--- src/rtl/xif_issue_responder.sv ---
// rtl/xif_issue_responder.sv - CV-X-IF issue responder with in-order commit/kill queue
module xif_issue_responder #(
  parameter int DEPTH = 4,
  parameter int ID_W  = 3,
  parameter int XLEN  = 64
) (
  input  logic            clk_i,
  input  logic            rst_i,
  input  logic            issue_valid_i,
  output logic            issue_ready_o,
  input  logic [31:0]     issue_instr_i,
  input  logic [ID_W-1:0] issue_id_i,
  input  logic [XLEN-1:0] issue_rs0_i,
  input  logic [XLEN-1:0] issue_rs1_i,
  input  logic [1:0]      issue_rs_valid_i,
  output logic            issue_accept_o,
  output logic            issue_writeback_o,
  input  logic            commit_valid_i,
  input  logic [ID_W-1:0] commit_id_i,
  input  logic            commit_kill_i,
  input  logic            flush_i,
  output logic            exec_valid_o,
  input  logic            exec_ready_i,
  output logic [31:0]     exec_instr_o,
  output logic [ID_W-1:0] exec_id_o,
  output logic [XLEN-1:0] exec_rs0_o,
  output logic [XLEN-1:0] exec_rs1_o,
  output logic            exec_wb_o
);
  localparam int PTR_W = $clog2(DEPTH);
  localparam int CNT_W = PTR_W + 1;
  localparam logic [CNT_W-1:0] FULL_CNT = CNT_W'(DEPTH);

  logic [31:0]      instr_q [DEPTH];
  logic [ID_W-1:0]  id_q    [DEPTH];
  logic [XLEN-1:0]  rs0_q   [DEPTH];
  logic [XLEN-1:0]  rs1_q   [DEPTH];
  logic [DEPTH-1:0] wb_q;
  logic [DEPTH-1:0] valid_q;
  logic [DEPTH-1:0] cmt_q;
  logic [DEPTH-1:0] kill_q;
  logic [PTR_W-1:0] head_q;
  logic [PTR_W-1:0] tail_q;
  logic [CNT_W-1:0] count_q;

  logic             is_c0;
  logic             is_c1;
  logic             dec_accept;
  logic             dec_wb;
  logic             full;
  logic             push;
  logic             pop;
  logic             head_live;
  logic             bypass;
  logic [DEPTH-1:0] match;

  assign is_c0      = (issue_instr_i[6:0] == 7'b0001011);
  assign is_c1      = (issue_instr_i[6:0] == 7'b0101011);
  assign dec_accept = is_c0 || is_c1;
  assign dec_wb     = is_c0 && (issue_instr_i[11:7] != 5'd0);
  assign full       = (count_q == FULL_CNT);

  // Rejected opcodes are always acknowledged so the core never stalls on them.
  assign issue_ready_o     = !rst_i && !flush_i &&
                             (!dec_accept || (!full && issue_rs_valid_i == 2'b11));
  assign issue_accept_o    = issue_valid_i && dec_accept;
  assign issue_writeback_o = issue_valid_i && dec_wb;
  assign push              = issue_valid_i && issue_ready_o && dec_accept;

  // Masking with reset/flush keeps a discarded head from looking like a handshake.
  assign head_live    = valid_q[head_q] && !rst_i && !flush_i;
  assign exec_valid_o = head_live && cmt_q[head_q];
  assign pop          = head_live && (kill_q[head_q] || (cmt_q[head_q] && exec_ready_i));

  assign exec_instr_o = instr_q[head_q];
  assign exec_id_o    = id_q[head_q];
  assign exec_rs0_o   = rs0_q[head_q];
  assign exec_rs1_o   = rs1_q[head_q];
  assign exec_wb_o    = wb_q[head_q];

  always_comb begin
    match = '0;
    for (int i = 0; i < DEPTH; i++) begin
      match[i] = commit_valid_i && valid_q[i] && !cmt_q[i] && !kill_q[i] &&
                 (id_q[i] == commit_id_i);
    end
  end

  // A commit naming the instruction being issued this cycle lands on the new entry.
  assign bypass = commit_valid_i && (issue_id_i == commit_id_i);

  always_ff @(posedge clk_i) begin
    if (rst_i || flush_i) begin
      valid_q <= '0;
      cmt_q   <= '0;
      kill_q  <= '0;
      head_q  <= '0;
      tail_q  <= '0;
      count_q <= '0;
    end else begin
      for (int i = 0; i < DEPTH; i++) begin
        if (match[i]) begin
          if (commit_kill_i) kill_q[i] <= 1'b1;
          else               cmt_q[i]  <= 1'b1;
        end
      end
      if (pop) begin
        valid_q[head_q] <= 1'b0;
        head_q          <= head_q + PTR_W'(1);
      end
      if (push) begin
        valid_q[tail_q] <= 1'b1;
        cmt_q[tail_q]   <= bypass && !commit_kill_i;
        kill_q[tail_q]  <= bypass && commit_kill_i;
        tail_q          <= tail_q + PTR_W'(1);
      end
      if (push && !pop)      count_q <= count_q + CNT_W'(1);
      else if (pop && !push) count_q <= count_q - CNT_W'(1);
    end
  end

  always_ff @(posedge clk_i) begin
    if (push) begin
      instr_q[tail_q] <= issue_instr_i;
      id_q[tail_q]    <= issue_id_i;
      rs0_q[tail_q]   <= issue_rs0_i;
      rs1_q[tail_q]   <= issue_rs1_i;
      wb_q[tail_q]    <= dec_wb;
    end
  end

endmodule
--- config.mk ---
export PLATFORM = sky130hd
export DESIGN_NAME = xif_issue_responder
export DESIGN_NICKNAME = d
export VERILOG_FILES = /design/src/rtl/xif_issue_responder.sv
export SDC_FILE = /design/constraint.sdc
export NUM_CORES = 1
export LEC_CHECK = 0
export CAP_MARGIN = 20
export CORE_AREA = 5 5 220 222
export DETAILED_ROUTE_END_ITERATION = 16
export DIE_AREA = 0 0 225 227
export HOLD_SLACK_MARGIN = 0.15
export PLACE_DENSITY_LB_ADDON = 0.15
export SETUP_SLACK_MARGIN = 0.15
export SLEW_MARGIN = 10
export SYNTH_ARGS = -nofsm -noshare
export SYNTH_HDL_FRONTEND = slang
export SYNTH_SLANG_ARGS = --single-unit
--- constraint.sdc ---
create_clock -name clk_i -period 7.4 [get_ports clk_i]
set_input_delay 1.48 -clock clk_i [delete_from_list [all_inputs] [get_ports clk_i]]
set_output_delay 1.48 -clock clk_i [all_outputs]
set_load 0.05 [all_outputs]
# [Word-level counts from Yosys, hierarchy flattened]
# Memory sizes are Yosys's and may differ from the RTL's. A register that Yosys moved wholly into a read port is not among the register bits.
# Cells that the tools add are included.
[op_classes] n_addsub=4 n_lt_le_gt_ge=4 n_eq_ne=9 n_mux=56 bitwise=3 n_reduce_logical=57
[ops] cell="$logic_and A1 B1 Y1" count=36
[ops] cell="$mux W1" count=32
[ops] cell="$mux W4" count=5
[ops] cell="$mux W2" count=8
[ops] cell="$eq A3 B3 Y1" count=5
[ops] cell="$logic_not A1 Y1" count=15
[ops] cell="$bwmux W4" count=3
[ops] cell="$bmux W1 S2" count=4
[ops] cell="$eq A7 B4 Y1 const B" count=1
[ops] cell="$eq A7 B6 Y1 const B" count=1
[ops] cell="$lt A2 B3 Y1 const B" count=2
[ops] cell="$mux W3" count=2
[ops] cell="$reduce_bool A5 Y1" count=1
[ops] cell="$add A2 B1 Y2 const B" count=2
[ops] cell="$and A4 B4 Y4" count=1
[ops] cell="$demux W1 S2" count=2
[ops] cell="$ge A2 B1 Y1 const B" count=2
[ops] cell="$logic_or A1 B1 Y1" count=4
[ops] cell="$not A4 Y4" count=1
[ops] cell="$or A4 B4 Y4" count=1
[ops] cell="$add A3 B1 Y3 const B" count=1
[ops] cell="$eq A3 B3 Y1 const B" count=1
[ops] cell="$sub A3 B1 Y3 const B" count=1
[ops] cell="$eq A2 B2 Y1 const B" count=1
[ops] cell="$reduce_bool A2 Y1" count=1
[totals] reg_bits=23 mem_bits_rw=652 in_bits=175 output_inout_bits=168 wordCells=144 memories=4
[memory_table] name="rs0_q" depth=4 word_bits=64 read_ports=1 rd_clocked_by_memory_dff=1 write_ports=1 line_no="36" rtl="logic [XLEN-1:0] rs0_q [DEPTH];"
[memory_table] name="rs1_q" depth=4 word_bits=64 read_ports=1 rd_clocked_by_memory_dff=1 write_ports=1 line_no="37" rtl="logic [XLEN-1:0] rs1_q [DEPTH];"
[memory_table] name="instr_q" depth=4 word_bits=32 read_ports=1 rd_clocked_by_memory_dff=1 write_ports=1 line_no="34" rtl="logic [31:0] instr_q [DEPTH];"
[memory_table] name="id_q" depth=4 word_bits=3 read_ports=5 rd_clocked_by_memory_dff=1 write_ports=1 line_no="35" rtl="logic [ID_W-1:0] id_q [DEPTH];"

# [Longest topological paths before layout]
[depth] depth_word=11 mapped_depth=10

# [Worst setup path before layout]
# Ideal clock, no wire load.
[synth_path] path_type="input to register" start="input issue_instr_i[2]" end="memory id_q[0][0] (enable)" setup_ps=516 arrival_time_ps=5822 t_required_ps=6884 slack_ps=1063 stages=5 path_buffers=0 path_cell_list="nand4b_1 -> or4b_4 -> inv_2 -> nand3_1 -> inv_1"
[synth_between] elab_chain_len=9 word_cells_on_any_way=10 cone_classes="2 x eq/ne; 2 x mux; 6 x reduce/logical"
[synth_rtl] item="from (decl)" line_no="11" rtl="input logic [31:0] issue_instr_i,"
[synth_rtl] item="$eq A7 B4 Y1 or $eq A7 B6 Y1 (tied branches)" line_no="57, 58"
[synth_rtl] item="$logic_or A1 B1 Y1 *" line_no="59" rtl="assign dec_accept = is_c0 || is_c1;"
[synth_rtl] item="$logic_not A1 Y1" line_no="65" rtl="(!dec_accept || (!full && issue_rs_valid_i == 2'b11));"
[synth_rtl] item="$logic_or A1 B1 Y1" line_no="65"
[synth_rtl] item="$logic_and A1 B1 Y1" line_no="64" rtl="assign issue_ready_o = !rst_i && !flush_i &&"
[synth_rtl] item="$logic_and A1 B1 Y1" line_no="68" rtl="assign push = issue_valid_i && issue_ready_o && dec_accept;"
[synth_rtl] item="$logic_and A1 B1 Y1 *" line_no="68"
[synth_rtl] item="$mux W1 *" line_no="123" rtl="if (push) begin"
[synth_rtl] item="$mux W1 (not written as such) *" line_no="125" rtl="id_q[tail_q] <= issue_id_i;"
[synth_rtl] item="to (decl)" line_no="35"
# Mark *: on every way between the ends. The rest lies on a longest branch, timed or not.

# [Worst setup path in the final report]
[layout_path] start="input issue_instr_i[1]" end="output issue_writeback_o"
[layout_between] elab_chain_len=3
[layout_rtl] item="$eq A7 B4 Y1" line_no="57" rtl="assign is_c0 = (issue_instr_i[6:0] == 7'b0001011);"
[layout_rtl] item="$logic_and A1 B1 Y1" line_no="60" rtl="assign dec_wb = is_c0 && (issue_instr_i[11:7] != 5'd0);"
[layout_rtl] item="net dec_wb" line_no="49" rtl="logic dec_wb;"
[layout_rtl] item="$logic_and A1 B1 Y1" line_no="67" rtl="assign issue_writeback_o = issue_valid_i && dec_wb;"
[layout_rtl] item="to (decl)" line_no="17" rtl="output logic issue_writeback_o,"
# The timed path passes the listed nets, and every way through them passes these cells.

==> summary.txt <==
Worst setup path
  • Slowest cell delay on critical path: 800 ps
  • Critical path arrival: slightly below 4000 ps
  • R2R Path End: count_q[2]
  • CP endpoint kind: output port
  • CP Buf/Inv Count: 2
  • Crit path max-delay cell type: clkdlybuf4s50_1
  • CP Launch Type: input port
  • Worst endpoint required time: around 5900 ps
  • CP endpoint: issue_writeback_o
  • Largest delay contributor family on the critical path: buffers and inverters
  • Crit-path cells: clkdlybuf4s50_1 -> nand4b_1 -> nor3_1 -> nor3b_1 -> and2_1 -> clkdlybuf4s50_1
  • Worst Path Max Fanout: 5
  • Reg2Reg Setup Slack: about 4400 ps
  • CP most frequent cell: clkdlybuf4s50_1
  • R2r startpoint: head_q[0]
  • CP Depth: 6
  • Kind of critical path: input port to output port
  • Worst Setup SP: issue_instr_i[1]
  • R2R cell count: 9

Routing
  • DR iter-0 viols: 859
  • Total wire length: ~50000 um
  • Vias: 11770
  • Routed Antenna Nets: 0
  • Wire per inst: between 20 and 25 um
  • Pre-antenna DRT Iters: 5
  • Vias/cell: between 5 and 6
  • DRC: 0

Yosys
  • Number of flops mapped to enable cells by yosys: roughly 660
  • Synth area leaders: edfxtp_1 (79%), mux4_2 (15%), dfxtp_1 (1.7%)
  • Main flop type after synthesis: edfxtp_1
  • Mapped cell area: ~25000 um2
  • #FFs+latches synth: slightly below 700
  • Post-Synthesis Cells: approximately 1000
  • Syn Area/Cell: 24.53 um2
  • Syn nets: between 1000 and 1500
  • Yosys cell types: 38
  • Ys async rst share: 0%
  • YS warnings: 0
  • Synth area leader: edfxtp_1
  • Synth top area share: roughly four fifths
  • Sequential fraction of the synthesis area: between 80% and 90%

CTS
  • CTS Sinks: 677
  • CTS resizes: 0
  • Post-CTS Setup Bufs: 0
  • Num CTS Buffers: between 60 and 70
  • Clock Path Buffers: 3
  • CTS root buf: clkbuf_16
  • H-tree Lvls: 3
  • CTS tree: built
  • Skew-Pair Late Insertion Delay: between 500 and 600 ps
  • Hold_buf cts: 0
  • Clock-pin slew on the worst setup and hold paths: roughly 60 ps

Worst hold path
  • Min-Delay Path Class: register to register
  • Hold Path Origin: count_q[2]

Power
  • Sw Ratio: 18.09%
  • Clk network pwr share: between 40% and 50%
  • Internal: between 0.006 and 0.007 W
  • Pwr Density: around 250 nW/um2
  • Peak supply drop: between 0.2 and 0.25 mV
  • Static Leak: roughly 9.7 nW
  • NetSw: 0.001396 W
  • Comb pwr share: about 1.9%
  • Flop pwr share: between 50% and 60%

Timing
  • Slew @ Worst Pin: ~1100 ps
  • Final period utilization: about three quarters
  • Setup TNS: 0 ps
  • Rel. slew slack: between 20% and 30%
  • Finish-stage setup viols: 0
  • Crit path time final: 5459 ps
  • Fmax: between 150 and 200 MHz
  • Clk_skew: 14.36 ps
  • Slew Limit Fails: 0
  • Final Hold Viols: 0
  • Unrepaired setup endpoints after global routing: no

Finish
  • Finished Layout Cells: 2063
  • Area growth syn-to-layout: 25.66%
  • Fin nets: between 1500 and 2000
  • Share of cells above drive strength 1: around a fifth

Floorplan
  • Die area: 51080 um2
  • Core area: approximately 46000 um2
  • I/O pins: ~340
  • Die X: 225 um
  • Starting Density: roughly 54%
  • Chip Height: 227 um
  • # rows: 79

GRT
  • Initial antenna violation count: 7
  • Largest net degree at the start of global routing: 80
  • Global route total overflow: 0
  • First-pass GRT wire length: roughly 76000 um
  • Vias in the first global route: 12460
  • Total GRT Usage: around a fifth

Placed design
  • GP Congestion: 0.7863
  • IO Port Bufs: about 340
  • Dpl cells: roughly 1900
  • HPWL after DPL: 31270 um

Run status
  • Status: finished clean

Job
  • Max_cap viols: 0
state kept, by name, indices dropped and copies added (netlist names), named ones only:
| register | cells |
|---|---|
| valid_q | 4 |
| kill_q | 4 |
| count_q | 3 |
| rs0_q | 256 |
| wb_q | 4 |
| instr_q | 128 |
| tail_q | 2 |
| head_q | 2 |
| id_q | 12 |
| rs1_q | 256 |
| cmt_q | 4 |
area by class of cell:
cell class | count | area [um2]
tap | 607 | 759.5
multi-input combinational | 279 | 4588
inverter | 16 | 80.08
antenna | 3 | 7.507
fill | 2950 | 14780
sequential | 677 | 20130
timing repair buffer | 358 | 3606
clock buffer | 89 | 1887
clock inverter | 34 | 330.3
cell usage in the layout, fill, tap and decap left out, types with 2 or more instances in the layout:
cell type / n
clkinv_1: 15
a211oi_1: 8
nand3_1: 7
and4_1: 2
buf_12: 5
xnor2_1: 3
clkbuf_16: 73
clkinv_2: 11
a21oi_1: 18
nand2_1: 4
xor2_1: 14
o21ai_0: 8
clkbuf_1: 16
edfxtp_1: 656
mux4_2: 167
dfxtp_1: 19
a2111oi_0: 8
dfxtp_4: 2
diode_2: 3
inv_6: 4
buf_4: 11
nor4_1: 4
ha_1: 9
inv_1: 11
nor2_1: 5
or3_1: 3
bufinv_16: 7
nand4bb_1: 4
clkdlybuf4s50_1: 342
routing by layer:
layer	vias to the layer above	track usage (%)	share of wire, %
met1	6135	27.10	39
met2	401	32.11	50
met4	12	4.478	1.7
met3	81	7.402	8.8
li1	5137	-	-
met5	-	0	0.16
kinds of logic after synthesis:
family,share of synthesized area (%)
fa+ha+maj,0.5310
simple gates,1.037
flops,80.55
mux,15.10
xor+xnor,0.5962
buf+inv,1.077
compound gates,1.107
power by group through the flow:
stage                     logic [W]  registers, W  clock network (W)
after floorplan           0.0000133       0.00428                  0
after global placement     0.000139       0.00428                  0
after detailed placement   0.000147       0.00428                  0
after CTS                  0.000148       0.00420            0.00345
after global routing       0.000157       0.00420            0.00363
final                      0.000147       0.00420            0.00337
cell usage after synthesis (all sizes together) (7+ instances only):
cell     count
xor2        14
dfxtp       21
a211oi       8
ha           9
edfxtp     656
mux4       167
a2111oi      8
a21oi       19
o21ai        8
nand3        7
buf         26
clkbuf      20
inv         16
worst min path at each step:
stage / slack (ps) / to / cells after the start
final: 490 / count_q[2] / 2
after global routing: 530 / valid_q[3] / 2
after CTS: 490 / count_q[2] / 2
after detailed placement: 480 / count_q[2] / 2
after global placement: 470 / count_q[2] / 2
after floorplan: 450 / count_q[2] / 2
metrics by stage:
stage / util [%] / hold WS (ps) / power [W] / instance area [um2] / setup WS [ps]
3_3_place_gp: 63.17 / 466.8 / 0.004418 / 29160 / 1968
6_report: 67.99 / 492.5 / 0.007720 / 31390 / 1941
5_1_grt: 67.98 / 534.7 / 0.007980 / 31380 / 1746
3_5_place_dp: 63.17 / 476.1 / 0.004426 / 29160 / 1914
2_1_floorplan: - / 454.1 / 0.004295 / 24980 / 1063
4_1_cts: 67.98 / 492.9 / 0.007793 / 31380 / 1911
tightest hold or removal path: cells and delay by family, from the launching register on:
family / cells / cell delay, ps
DFF: 1 / 320
AOI/OAI and AO/OA: 2 / 130
No activity file was read; power rests on OpenSTA's default activity.
